## src/rtl/dpr_read_streamer.sv

```systemverilog
// dpr_read_streamer
// Read-side sequencer for one port of a dual-port RAM. It takes a (base, len)
// command, issues consecutive read addresses, absorbs the one-cycle registered
// RAM read latency, and presents the words as a valid/ready stream through a
// 4-entry FIFO. A credit check on issued reads keeps the FIFO from overflowing.
module dpr_read_streamer #(
  parameter int DATA_WIDTH = 8,
  parameter int ADDR_WIDTH = 8
) (
  input  logic                  clk,
  input  logic                  rst,
  input  logic                  start,
  input  logic [ADDR_WIDTH-1:0] base_addr,
  input  logic [ADDR_WIDTH:0]   len,
  output logic                  busy,
  output logic                  done,
  output logic [ADDR_WIDTH-1:0] ram_addr,
  output logic                  ram_we,
  input  logic [DATA_WIDTH-1:0] ram_q,
  output logic [DATA_WIDTH-1:0] out_data,
  output logic                  out_valid,
  input  logic                  out_ready
);

  typedef enum logic [1:0] {IDLE, RUN, DRAIN} state_t;

  localparam logic [ADDR_WIDTH-1:0] ADDR_ONE = ADDR_WIDTH'(1);
  localparam logic [ADDR_WIDTH:0]   REM_ZERO = '0;
  localparam logic [ADDR_WIDTH:0]   REM_ONE  = (ADDR_WIDTH + 1)'(1);
  localparam int                    FIFO_DEPTH = 4;

  state_t state, state_next;

  logic [ADDR_WIDTH-1:0] addr;       // next address to issue
  logic [ADDR_WIDTH:0]   remaining;  // reads still to issue
  logic                  addr_v;     // a read address is on ram_addr this cycle
  logic                  q_v;        // ram_q carries a requested word this cycle
  logic                  zero_done;  // done pulse for a zero-length command

  logic [DATA_WIDTH-1:0] fifo_mem [FIFO_DEPTH];
  logic [1:0]            wr_ptr, rd_ptr;
  logic [2:0]            fifo_count;

  logic       accept, issue, push, pop;
  logic [2:0] outstanding;

  assign ram_we    = 1'b0;
  assign out_valid = (fifo_count != 3'd0);
  assign out_data  = out_valid ? fifo_mem[rd_ptr] : '0;
  assign busy      = (state != IDLE);
  assign push      = q_v;
  assign pop       = out_valid && out_ready;
  // Words buffered plus reads still travelling through the RAM pipeline.
  assign outstanding = fifo_count + 3'(addr_v) + 3'(q_v);

  // State register.
  always_ff @(posedge clk) begin
    // NOTE: sequential state uses non-blocking assignments so every register
    // samples pre-edge values regardless of block ordering.
    if (rst) state <= IDLE;
    else     state <= state_next;
  end

  // Next-state, issue and completion decode.
  always_comb begin
    // NOTE: every output of this block gets a default first; a path that
    // leaves one unassigned would infer a latch.
    state_next = state;
    accept     = 1'b0;
    issue      = 1'b0;
    done       = zero_done;
    case (state)
      IDLE: begin
        // The first read is issued on the accepting edge, so ram_addr shows
        // base_addr in the very next cycle.
        if (start && (len != REM_ZERO)) begin
          accept     = 1'b1;
          state_next = RUN;
        end
      end
      RUN: begin
        if (remaining == REM_ZERO) begin
          state_next = DRAIN;
        end else if (outstanding < 3'(FIFO_DEPTH)) begin
          issue = 1'b1;
          if (remaining == REM_ONE) state_next = DRAIN;
        end
      end
      DRAIN: begin
        if ((fifo_count == 3'd0) && !addr_v && !q_v) begin
          done       = 1'b1;
          state_next = IDLE;
        end
      end
      default: state_next = IDLE;
    endcase
  end

  // Address generator, read pipeline tracking and zero-length done.
  always_ff @(posedge clk) begin
    if (rst) begin
      ram_addr  <= '0;
      addr      <= '0;
      remaining <= '0;
      addr_v    <= 1'b0;
      q_v       <= 1'b0;
      zero_done <= 1'b0;
    end else begin
      zero_done <= (state == IDLE) && start && (len == REM_ZERO);
      addr_v    <= accept || issue;
      q_v       <= addr_v;
      if (accept) begin
        ram_addr  <= base_addr;
        addr      <= base_addr + ADDR_ONE;
        remaining <= len - REM_ONE;
      end else if (issue) begin
        ram_addr  <= addr;
        addr      <= addr + ADDR_ONE;
        remaining <= remaining - REM_ONE;
      end
    end
  end

  // FIFO pointers and occupancy; push and pop together leave the count alone.
  always_ff @(posedge clk) begin
    if (rst) begin
      wr_ptr     <= '0;
      rd_ptr     <= '0;
      fifo_count <= '0;
    end else begin
      if (push) wr_ptr <= wr_ptr + 2'd1;
      if (pop)  rd_ptr <= rd_ptr + 2'd1;
      case ({push, pop})
        2'b10:   fifo_count <= fifo_count + 3'd1;
        2'b01:   fifo_count <= fifo_count - 3'd1;
        default: fifo_count <= fifo_count;
      endcase
    end
  end

  // FIFO storage.
  always_ff @(posedge clk) begin
    // NOTE: storage is not reset; the count gates out_valid and out_data, so
    // stale entries are never visible.
    if (push) fifo_mem[wr_ptr] <= ram_q;
  end

endmodule

```

## config.mk

```make
export PLATFORM = sky130hd
export DESIGN_NAME = dpr_read_streamer
export DESIGN_NICKNAME = d
export VERILOG_FILES = /design/src/rtl/dpr_read_streamer.sv
export SDC_FILE = /design/constraint.sdc
export NUM_CORES = 1
export LEC_CHECK = 0
export ABC_AREA = 0
export CAP_MARGIN = 0
export CORE_MARGIN = 3
export CORE_UTILIZATION = 55
export DETAILED_ROUTE_END_ITERATION = 6
export PLACE_DENSITY = 0.8
export SLEW_MARGIN = 20
export SYNTH_ARGS = -nofsm -noshare
export SYNTH_HDL_FRONTEND = slang
export SYNTH_SLANG_ARGS = --single-unit
```

## constraint.sdc

```tcl
create_clock -name clk -period 5 [get_ports clk]
set_input_delay 1.5 -clock clk [delete_from_list [all_inputs] [get_ports clk]]
set_output_delay 1.5 -clock clk [all_outputs]
set_load 0.01 [all_outputs]
```

# Yosys cells after proc, flatten, opt, wreduce, memory -nomap -nowiden
# Memory sizes are Yosys's and may differ from the RTL's. A register that Yosys moved wholly into a read port is not among the register bits.
# Cells that the tools add are included.
[word_totals] ff_bits=37 mem_count=1 ramBits=32 output_inout_bits=20 word_cells=75
[op_classes] n_eq_ne=9 n_reduce_logical=19 add_sub_neg=10 magnitude_cmp=1 n_mux=25
[memory_table] name="fifo_mem" words=4 word_bits=8 rd=1 rd_clocked_by_memory_dff=1 write_ports=1 line="40" source="logic [DATA_WIDTH-1:0] fifo_mem [FIFO_DEPTH];"
[ops] operator="two-way mux 8 bit" count=5
[ops] operator="zero test 9 bit" count=2
[ops] operator="two-way mux 9 bit" count=2
[ops] operator="subtractor 9 x 1 -> 9 bit (second input constant)" count=2
[ops] operator="adder 8 x 1 -> 8 bit (second input constant)" count=2
[ops] operator="two-way mux 2 bit" count=7
[ops] operator="== test 9 x 1 -> 1 bit (second input constant)" count=1
[ops] operator="two-way mux 1 bit" count=9
[ops] operator="nonzero test 9 bit" count=1
[ops] operator="adder 3 x 1 -> 3 bit" count=2
[ops] operator="logical AND 1 bit" count=6
[ops] operator="!= test 3 bit (second input constant)" count=2
[ops] operator="one-hot mux 2 bit (3 select lines)" count=1
[ops] operator="one-hot mux 3 bit (2 select lines)" count=1
[ops] operator="nonzero test 2 bit" count=3
[ops] operator="adder 2 x 1 -> 2 bit (second input constant)" count=2
[ops] operator="== test 2 x 1 -> 1 bit (second input constant)" count=2
[ops] operator="== test 2 bit (second input constant)" count=2
[ops] operator="!= test 2 bit (second input constant)" count=2
[ops] operator="AND reduction 4 bit" count=1
[ops] operator="adder 3 x 1 -> 3 bit (second input constant)" count=1
[ops] operator="zero test 3 bit" count=1
[ops] operator="< comparator 3 bit (second input constant)" count=1
[ops] operator="nonzero test 3 bit" count=1
[ops] operator="other kinds (4)" count=5

# Depth between registers and ports, before layout
[logic_depth] depth_word=8 depth_mapped=15

# Least setup slack after synthesis
# No wires, ideal clock.
[synth_path] path_kind="input port to flip-flop" start="input port len[0]" end="register addr[4]" arrival_ns=3.815 setup_time_ns=0.086 setup_slack_ns=1.099 n_path_buf=3 stages=14 path_cell_list="inv_1 -> ha_1 -> nor4b_1 -> a21o_1 -> clkbuf_1 -> buf_2 -> buf_2 -> nand2_1 -> nand2_1 -> ha_1 -> and3_1 -> nand3_1 -> xor2_1 -> a211oi_1"
[synth_between] elab_chain_len=5 word_cells_on_any_way=6 cone_classes="mux: 3; reduce/logical: 3"
[synth_lines] item="from (decl)" line="14" source="input logic [ADDR_WIDTH:0] len,"
[synth_lines] item="nonzero test 9 bit *" line="76" source="if (start && (len != REM_ZERO)) begin"
[synth_lines] item="logical AND 1 bit *" line="76"
[synth_lines] item="two-way mux 1 bit *" line="76"
[synth_lines] item="two-way mux 1 bit *" line="72" source="case (state)"
[synth_lines] item="two-way mux 8 bit / nonzero test 2 bit (equally long branches)"
[synth_lines] item="to (signal assigned)" line="114" source="addr <= base_addr + ADDR_ONE;"
[synth_lines] item="to (signal assigned)" line="118" source="addr <= addr + ADDR_ONE;"
[synth_lines] item="to (decl)" line="34" source="logic [ADDR_WIDTH-1:0] addr;"
# Every way passes the cells marked *; elsewhere a longest branch is shown, timed or not.
# A chain may end at the register's enable or synchronous reset.

# Worst setup path in the final report
# Same ends and word-level chain as after synthesis.

==> impl_results.md <==
* Status: finished, final reports clean
* Sequential element share of the synthesized area at 0.500
* Setup violators final at 0
* RR Endpoint: addr[5]$_SDFFE_PP0P_
* Vias per std cell at 5.64
* Final-stage net count at between 400 and 500
* Synth Instances at 330
* Mapped Area at between 3000 and 4000 µm²
* Critical Path Source Type: primary input
* Worst-Skew Late Latency at ~0.35 ns
* Bufs on Longest Clock Path at 2
* Lkg Pwr at around 1.5 nW
* Largest net degree at the start of global routing at 36
* Logic pwr share at 0.309
* Clock transition at path regs at 0.08 ns
* Reg area at 1740 µm²
* Switch share at 0.318
* Routability cong. at about 0.83
* Most frequent cell after synthesis: dfxtp_1
* Iter 0 DRT Violations at between 100 and 150
* I/O pin cnt at 49
* Slew Limit Fails at 0
* Synth area leaders: edfxtp_1, dfxtp_1, mux4_2, xor2_1, ha_1
* VDD IR max at around 0.00027 V
* Area fraction of the dominant cell type after synthesis at 0.276
* Final TNS setup at 0 ns
* Fin. Hold Viols at 0
* Core area at about 6000 µm²
* DR pass1 iterations at 4
* IO buf count at 47
* Die H at ~86 µm
* RSZ-0062 raised after global routing: false
* Placed cell areas at 4000 µm²
* Cell taking the most area after synthesis: edfxtp_1
* Global Route Usage Sum at 0.200
* Synth cell count leaders: dfxtp_1, nor2_1, edfxtp_1, nand2_1, xor2_1
* Antenna cells at 0
* Critical path class: primary input to register
* HP Start: ram_addr[1]$_SDFFE_PP0P_
* CTS root buf: clkbuf_8
* Share of synthesized registers carrying an async set or reset at 0
* Die W at roughly 86 µm
* Max FO, Critical Path at 10
* R2R depth at 7
* Post-CTS Resized at 0
* Sw power at between 0.5 and 0.6 mW
* Vias after detailed routing at 2,565
* Max cap viols at 0
* Synth Register Bits at around 70
* Share of post-route cells with drive strength above 1 at 0.0868
* Vias in the first global route at 2,484
* Post-CTS Hold Fix Bufs at 0
* Wire length per cell at ~15 µm
* Crit path required time at between 5 and 6 ns
* Fin area at between 4000 and 5000 µm²
* Post-DP HPWL at ~4700 µm
* H-tree depth at 3
* Fin Clk Skew at between 0.007 and 0.008 ns
* Internal power at around 1.2 mW
* P&R area growth vs syn at 20.4%
* Syn Nets at 370
* Minimum clock period at 3.85 ns
* Post-route ant nets at 0
* Cells after DPL at 439
* Setup bufs post-CTS at 0
* Sequential Power Share at 0.428
* DRC at 0
* Number of synthesized flops with an enable pin at 32
* Rel. slew slack at 0.430
* Fill cells at approximately 490
* First-pass GRT wire length at 11,500 µm
* Rows at 28
* Post-Syn Area per Cell at approximately 11 µm²
* Fmax at approximately 260 MHz
* Non-filler cells in the finished layout at between 400 and 500
* PD cells at 411 nW/µm²
* Setup slack, reg-to-reg at around 2.2 ns
* Fin util at 0.696
* Period utilization at 0.770
* Source of the worst register-to-register timing path: push$_SDFF_PP0_
* CTS tree: done
* DIE AREA at around 7300 µm²
* Arr. time, crit path at 4.12 ns
* CTS buffer count at 9
* Starting density of the core at 0.578
* Power share of the clock group at 0.263
* Worst hold path endpoint: ram_addr[1]$_SDFFE_PP0P_
* Antenna violations before repair at 0
* Synth Flop Type: dfxtp_1
* Multi-input logic area at roughly 1600 µm²
* GRT overflow at 0
* Slew @ Worst Pin at roughly 0.85 ns
* Synth unique cells at 50
* Hold Path Stages at 2
* Hold crit path type: register to register
* Final wirelength at ~6900 µm
* YS warnings at 0
* Crit end category: register
* CTS sink cnt at between 70 and 80
## state kept, by name, indices dropped and copies added (netlist names), named ones only
name and flops:
state 2, addr 8, remaining 9, wr_ptr 2, fifo_count 3, fifo_mem 32, ram_addr 8, rd_ptr 2
push 1, zero_done 1, addr_v 1
## logic make-up (layout without fill, tap and decap cells)
kind of cell	after synthesis	after routing	share of synthesized area
AND/OR/NAND/NOR	133	133	0.196
other	1	1	0.00108
buffers and inverters	30	80	0.0374
flip-flops	71	71	0.500
XOR/XNOR	27	27	0.0679
adder cells (fa/ha/maj)	11	11	0.0417
AO/OA/AOI/OAI	47	47	0.0981
multiplexers	10	10	0.0575
## worst max path at each step
stage	cells past startpoint	endpoint	start
final	12	addr[4]$_SDFFE_PP0P_	len[0]
after global placement	12	addr[4]$_SDFFE_PP0P_	len[0]
after detailed placement	12	addr[4]$_SDFFE_PP0P_	len[0]
after CTS	4	done	fifo_count[2]$_SDFFE_PP0P_
after floorplan	14	addr[4]$_SDFFE_PP0P_	len[0]
after global routing	13	addr[6]$_SDFFE_PP0P_	len[0]
## cells in the final DEF (no fill, tap or decap), types with 3 or more instances in the layout
master,count
nor4_1,3
clkdlybuf4s50_1,47
xnor2_1,9
edfxtp_1,32
xor2_1,18
nand2_1,27
ha_1,10
nand2b_1,3
and3_1,5
a21oi_1,9
nand4_1,4
nand3_1,15
a311oi_1,8
a21o_1,3
o21ai_0,3
or3_1,8
nor2_1,33
a211oi_1,10
buf_4,5
and2_1,13
clkbuf_8,9
nor3_1,6
inv_1,12
mux4_2,8
dfxtp_1,39
## metrics by stage
step | worst slack [ns] | power, mW | hold WS (ns)
finish | 1.15 | 1.72 | 0.484
global route | 0.908 | 1.83 | 0.510
CTS | 1.14 | 1.73 | 0.491
detailed placement | 0.813 | 1.28 | 0.474
global placement | 0.930 | 1.27 | 0.475
floorplan | 1.10 | 1.08 | 0.470
## final cells by class
type                            count  share of cell area
Clock inverter                      7              0.0170
Sequential cell                    71               0.415
Timing Repair Buffer               52               0.121
Inverter                           12              0.0107
Multi-Input combinational cell    229               0.384
Tap cell                           75              0.0224
Clock buffer                        9              0.0295
## worst max-delay path: stages
cell	delay, ns
clkdlybuf4s50_1	0.41
inv_1	0.10
ha_1	0.22
nor4b_1	0.43
a21o_1	0.38
nand2_1	0.10
nand2_1	0.08
ha_1	0.26
and3_1	0.18
nand3_1	0.08
xor2_1	0.16
a211oi_1	0.21
## power groups by stage
stage,Clock [mW],Sequential [mW],Combinational [mW]
after global placement,0,0.748,0.523
after detailed placement,0,0.751,0.532
after global routing,0.488,0.750,0.587
after CTS,0.460,0.738,0.536
after floorplan,0,0.725,0.357
final,0.453,0.737,0.533
## routing by layer
layer	vias to the layer above	GRT usage	routed length, µm
met3	9	0.0596	428
met2	81	0.322	3340
met1	1198	0.257	2980
met5	-	0	0
met4	0	0.0734	101
li1	1277	-	-
Power figures use the tool's default switching activity.
